<file path="src/rtl/ulaplus_palette_arbiter_pkg.sv">
// Shared types and widths for the ULA+ palette RAM arbiter.
package ulaplus_palette_arbiter_pkg;

    localparam int PAL_ADDR_W = 6;
    localparam int PAL_DATA_W = 8;

    typedef enum logic {
        ST_INIT,
        ST_RUN
    } pal_state_t;

    typedef enum logic [1:0] {
        GNT_NONE,
        GNT_INIT,
        GNT_VIDEO,
        GNT_CPU
    } pal_grant_t;

endpackage

</file>
<file path="src/rtl/ulaplus_palette_arbiter_init_counter.sv">
// Init sweep sequencer: owns the sweep address counter and the INIT/RUN state.
module ulaplus_palette_arbiter_init_counter
    import ulaplus_palette_arbiter_pkg::*;
#(
    parameter int ADDR_W        = PAL_ADDR_W,
    parameter bit INIT_ON_RESET = 1'b1
) (
    input  logic              clk28,
    input  logic              rst,
    input  logic              start_i,
    output logic [ADDR_W-1:0] count_o,
    output logic              busy_o
);

    pal_state_t        state_q, state_d;
    logic [ADDR_W-1:0] count_q, count_d;

    // State and sweep address register
    always_ff @(posedge clk28) begin
        if (rst) begin
            state_q <= INIT_ON_RESET ? ST_INIT : ST_RUN;
            count_q <= '0;
        end else begin
            state_q <= state_d;
            count_q <= count_d;
        end
    end

    // Next state: one entry per cycle, leave after the last address, restart on start_i
    always_comb begin
        state_d = state_q;
        count_d = count_q;
        case (state_q)
            ST_INIT: begin
                // Natural wrap takes the counter back to 0 on the exit cycle
                count_d = count_q + 1'b1;
                if (start_i) begin
                    count_d = '0;
                end else if (count_q == {ADDR_W{1'b1}}) begin
                    state_d = ST_RUN;
                end
            end
            ST_RUN: begin
                if (start_i) begin
                    state_d = ST_INIT;
                    count_d = '0;
                end
            end
            default: state_d = ST_RUN;
        endcase
    end

    assign count_o = count_q;
    assign busy_o  = (state_q == ST_INIT);

endmodule

</file>
<file path="src/rtl/ulaplus_palette_arbiter.sv">
// Single-port ULA+ palette RAM arbiter: init sweep > video lookup > CPU port access.
module ulaplus_palette_arbiter
    import ulaplus_palette_arbiter_pkg::*;
#(
    parameter int                ADDR_W        = PAL_ADDR_W,
    parameter int                DATA_W        = PAL_DATA_W,
    parameter logic [DATA_W-1:0] INIT_VALUE    = '0,
    parameter bit                INIT_ON_RESET = 1'b1
) (
    input  logic              clk28,
    input  logic              rst,
    input  logic              init_start,
    input  logic              video_req,
    input  logic [ADDR_W-1:0] video_addr,
    output logic [DATA_W-1:0] video_data,
    output logic              video_valid,
    input  logic              cpu_rd_req,
    input  logic              cpu_wr_req,
    input  logic [ADDR_W-1:0] cpu_addr,
    input  logic [DATA_W-1:0] cpu_wdata,
    output logic [DATA_W-1:0] cpu_rdata,
    output logic              cpu_rdata_valid,
    output logic              cpu_busy,
    output logic              cpu_overrun,
    output logic              init_busy,
    output logic [ADDR_W-1:0] ram_addr,
    output logic              ram_we,
    output logic [DATA_W-1:0] ram_wdata,
    input  logic [DATA_W-1:0] ram_rdata
);

    logic [ADDR_W-1:0] init_cnt;
    pal_grant_t        grant;

    logic              cpu_busy_q, cpu_busy_d;
    logic              cpu_overrun_q, cpu_overrun_d;
    logic              cpu_wr_q, cpu_wr_d;
    logic [ADDR_W-1:0] cpu_addr_q, cpu_addr_d;
    logic [DATA_W-1:0] cpu_wdata_q, cpu_wdata_d;
    logic              vid_vld_q, vid_zero_q, rd_vld_q;
    logic [DATA_W-1:0] cpu_rdata_q;

    ulaplus_palette_arbiter_init_counter #(
        .ADDR_W        (ADDR_W),
        .INIT_ON_RESET (INIT_ON_RESET)
    ) u_init (
        .clk28   (clk28),
        .rst     (rst),
        .start_i (init_start),
        .count_o (init_cnt),
        .busy_o  (init_busy)
    );

    // Grant selection and RAM port drive; nothing reaches the RAM while rst is high
    always_comb begin
        grant     = GNT_NONE;
        ram_addr  = '0;
        ram_we    = 1'b0;
        ram_wdata = '0;
        if (!rst) begin
            if (init_busy)       grant = GNT_INIT;
            else if (video_req)  grant = GNT_VIDEO;
            else if (cpu_busy_q) grant = GNT_CPU;
        end
        case (grant)
            GNT_INIT: begin
                ram_we    = 1'b1;
                ram_addr  = init_cnt;
                ram_wdata = INIT_VALUE;
            end
            GNT_VIDEO: ram_addr = video_addr;
            GNT_CPU: begin
                ram_addr  = cpu_addr_q;
                ram_we    = cpu_wr_q;
                ram_wdata = cpu_wr_q ? cpu_wdata_q : '0;
            end
            default: ;
        endcase
    end

    // CPU request latch: accept when idle, flag overrun when a request hits a busy latch
    always_comb begin
        cpu_busy_d    = cpu_busy_q;
        cpu_overrun_d = cpu_overrun_q;
        cpu_wr_d      = cpu_wr_q;
        cpu_addr_d    = cpu_addr_q;
        cpu_wdata_d   = cpu_wdata_q;
        if (grant == GNT_CPU) begin
            cpu_busy_d = 1'b0;
        end
        if (cpu_rd_req || cpu_wr_req) begin
            if (cpu_busy_q) begin
                cpu_overrun_d = 1'b1;
            end else begin
                // A simultaneous read+write pulse is taken as a write
                cpu_busy_d  = 1'b1;
                cpu_wr_d    = cpu_wr_req;
                cpu_addr_d  = cpu_addr;
                cpu_wdata_d = cpu_wdata;
            end
        end
    end

    // Control registers and return-path strobes
    always_ff @(posedge clk28) begin
        if (rst) begin
            cpu_busy_q    <= 1'b0;
            cpu_overrun_q <= 1'b0;
            vid_vld_q     <= 1'b0;
            vid_zero_q    <= 1'b0;
            rd_vld_q      <= 1'b0;
            cpu_rdata_q   <= '0;
        end else begin
            cpu_busy_q    <= cpu_busy_d;
            cpu_overrun_q <= cpu_overrun_d;
            // Video always answers one cycle later; ungranted lookups answer zero
            vid_vld_q     <= video_req;
            vid_zero_q    <= (grant != GNT_VIDEO);
            rd_vld_q      <= (grant == GNT_CPU) && !cpu_wr_q;
            if (rd_vld_q) begin
                cpu_rdata_q <= ram_rdata;
            end
        end
    end

    // Request payload latch; only meaningful while cpu_busy_q is set
    always_ff @(posedge clk28) begin
        cpu_wr_q    <= cpu_wr_d;
        cpu_addr_q  <= cpu_addr_d;
        cpu_wdata_q <= cpu_wdata_d;
    end

    assign video_valid     = vid_vld_q;
    assign video_data      = (vid_vld_q && !vid_zero_q) ? ram_rdata : '0;
    assign cpu_rdata_valid = rd_vld_q;
    assign cpu_rdata       = rd_vld_q ? ram_rdata : cpu_rdata_q;
    assign cpu_busy        = cpu_busy_q;
    assign cpu_overrun     = cpu_overrun_q;

endmodule

</file>
<file path="config.mk">
export PLATFORM = sky130hd
export DESIGN_NAME = ulaplus_palette_arbiter
export DESIGN_NICKNAME = d
export VERILOG_FILES = /design/src/rtl/ulaplus_palette_arbiter_pkg.sv /design/src/rtl/ulaplus_palette_arbiter_init_counter.sv /design/src/rtl/ulaplus_palette_arbiter.sv
export SDC_FILE = /design/constraint.sdc
export NUM_CORES = 1
export LEC_CHECK = 0
export ABC_AREA = 1
export BUFFER_PORTS_ARGS = -buffer_cell sky130_fd_sc_hd__buf_4
export CAP_MARGIN = 20
export CORE_UTILIZATION = 40
export CTS_CLUSTER_SIZE = 14
export DETAILED_ROUTE_END_ITERATION = 12
export PLACE_DENSITY = 0.69
export SYNTH_ARGS = -nofsm -noshare
export SYNTH_HDL_FRONTEND = slang
export SYNTH_HIERARCHICAL = 1
export SYNTH_SLANG_ARGS = --single-unit
</file>
<file path="constraint.sdc">
create_clock -name clk28 -period 1.8 [get_ports clk28]
set_input_delay 0.18 -clock clk28 [delete_from_list [all_inputs] [get_ports clk28]]
set_output_delay 0.18 -clock clk28 [all_outputs]
set_load 0.05 [all_outputs]
</file>
==> results.cfg <==
[outcome]
status = completed

[placed_design]
port_buffers = 69
gp_congestion = 0.752
dp_hpwl_mm = 2.61
dpl_cell_area_mm2 = 0.00214

[finish]
final_common_cell = buf_4
final_cell_mix = buf_4, nand2_1, nor2_1
finalInstanceArea_mm2 = 0.00227
utilization_pct = 60.7
fin_nets = 302
drive_above_1_share_pct = 35.8
area_delta_synth_final_pct = 43.3
nFillCells = 348
diodes = 0

[clocking]
worstSkewPairLatency_ps = 280
clock_sinks = 35
path_clk_slew_ps = 70
htreeDepth = 2
cts_tree = done
clock_tree.buffer_depth = 2
cts_made_buffers = 5
cts_root_buffer = clkbuf_8

[routing]
via_count = 1437
avgRoutedWirePerCell_um = 11.1
drcViolationCount = 0
drt_iter0_markers = 38
avgViaCountPerCell = 4.55
drt-total-wl_mm = 3.51
detail-route-antenna-nets = 0
drt_first_pass_iters = 4

[floorplan]
die-area_mm2 = 0.00422
die-width_um = 65.0
dieHeight_um = 65.0
start_util_pct = 42.3
row_count = 22
ios = 70
coreArea_mm2 = 0.00374

[sta]
fmax_mhz = 590
hold_viol = 0
slew_headroom_pct = 78.4
fin_skew_ps = 2.35
worst_pin_slew_ps = 324
finalCriticalPeriod_ps = 1700
fin_crit_sh_pct = 94.2
rsz0062_at_grt = false
setup_viol_count_final = 0
slew_viol_final = 0
setup_tns_ps = 0

[power_and_ir_drop]
powerDensity_mw_per_mm2 = 739
p_leak_nw = 1.11
vdd_drop_max_mv = 0.461
power_mw = 1.68

[global_route]
grt_pass1_vias = 1331
grt_max_degree = 17
grt_use_total_pct = 18.5
grt_pass1_wl_mm = 5.76
grt_overflow = 0
antenna_found_initial = 0

[job]
drv_cap = 0

[synthesis]
syn_inst = 192
synth_edf_count = 15
synthFlopType = dfxtp_1
synth.cell_area_mm2 = 0.00159
ys_seq_area_share_pct = 53.7
ys_seq_elements = 35
async_flop_share_pct = 0
synth_area_per_cell_um2 = 8.26
synth_cell_types = 22
syn_nets = 227
ys_warn_count = 6

[worst_setup_path]
cp-start-kind = flip-flop
worstSetupPathType = flip-flop to output pin
end_kind = output pin
arrival_ps = 1520
required_ps = 1620
crit_fanout = 7

[hold_path]
holdCritPathClass = primary input to flip-flop
==> final timing paths <==
| path | start | end | slack, ps | cells after the start |
|---|---|---|---|---|
| max | u_init/state_q | ram_addr[5] | 100 | 6 |
| min | cpu_wdata[4] | cpu_wdata_q[4] | 70 | 1 |
| max reg2reg | u_init/count_o[0] | u_init/state_q | 680 | 5 |
| min reg2reg | cpu_rdata_q[2] | cpu_rdata_q[2] | 470 | 2 |
==> kinds of logic (layout without fill, tap and decap cells) <==
logic type               count (synthesis)  count (layout)  share of synthesized area, %
AO/OA/AOI/OAI                           17              17                          6.31
adder cells (fa/ha/maj)                  1               1                         0.789
buffers and inverters                   28             104                          7.73
flip-flops                              35              35                          53.7
AND/OR/NAND/NOR                        111             111                          31.5
==> power by group <==
group / switching [mW] / internal [mW]
clock: 0.264 / 0.349
sequential: 0.0150 / 0.863
combinational: 0.108 / 0.0798
==> Yosys cell counts (3+ instances only) <==
cell | number | share of area [%]
dfxtp_1 | 20 | 25
nand4_1 | 6 | 2.4
a21oi_1 | 11 | 3.5
nand2_2 | 3 | 1.2
nand3_1 | 14 | 4.4
edfxtp_1 | 15 | 28
inv_1 | 21 | 5.0
nor2_4 | 3 | 2.1
nor2_1 | 33 | 7.8
nand2_1 | 46 | 11
==> through the flow <==
stage	hold WS [ps]	setup WS, ps	instances
after floorplan	249	-211	192
after global placement	358	373	306
after global routing	53.3	13.6	316
final	69.7	104	316
after detailed placement	360	347	306
after CTS	59.6	28.9	314
==> registers in the layout, summed over array words and instances, names as in the netlist <==
signal,count
cpu_rdata_q,8
cpu_rdata_valid,1
cpu_wdata_q,8
cpu_wr_q,1
cpu_overrun,1
video_valid,1
cpu_busy,1
vid_zero_q,1
cpu_addr_q,6
u_init/count_o,6
u_init/state_q,1
==> metal layers <==
metal | track usage, % | wire length, um
met5 | 0 | 0
met4 | 10.0 | 60
met3 | 4.05 | 192
met2 | 32.2 | 1660
met1 | 20.7 | 1600
==> area by class of cell <==
type	count	area, um^2	share of cell area (%)
Sequential cell	35	852	37.5
Multi-Input combinational cell	129	622	27.4
Timing Repair Buffer	73	548	24.1
Clock buffer	8	100	4.41
Inverter	23	90.1	3.96
Tap cell	48	60.1	2.64
==> timing repair <==
item | 4_1_cts | 5_1_grt
gates resized for setup | 0 | 4
buffers inserted | 0 | 2
setup endpoints to repair | 0 | 15
hold buffers | 0 | 0
==> worst max-delay path, stage by stage, from the launching register on <==
cell and delay, ps:
dfxtp_2 340, inv_2 170, clkinvlp_4 180, nor2_4 180, nand2_1 70, nand3_1 90, buf_4 200
(Power assumes the default switching activity.)
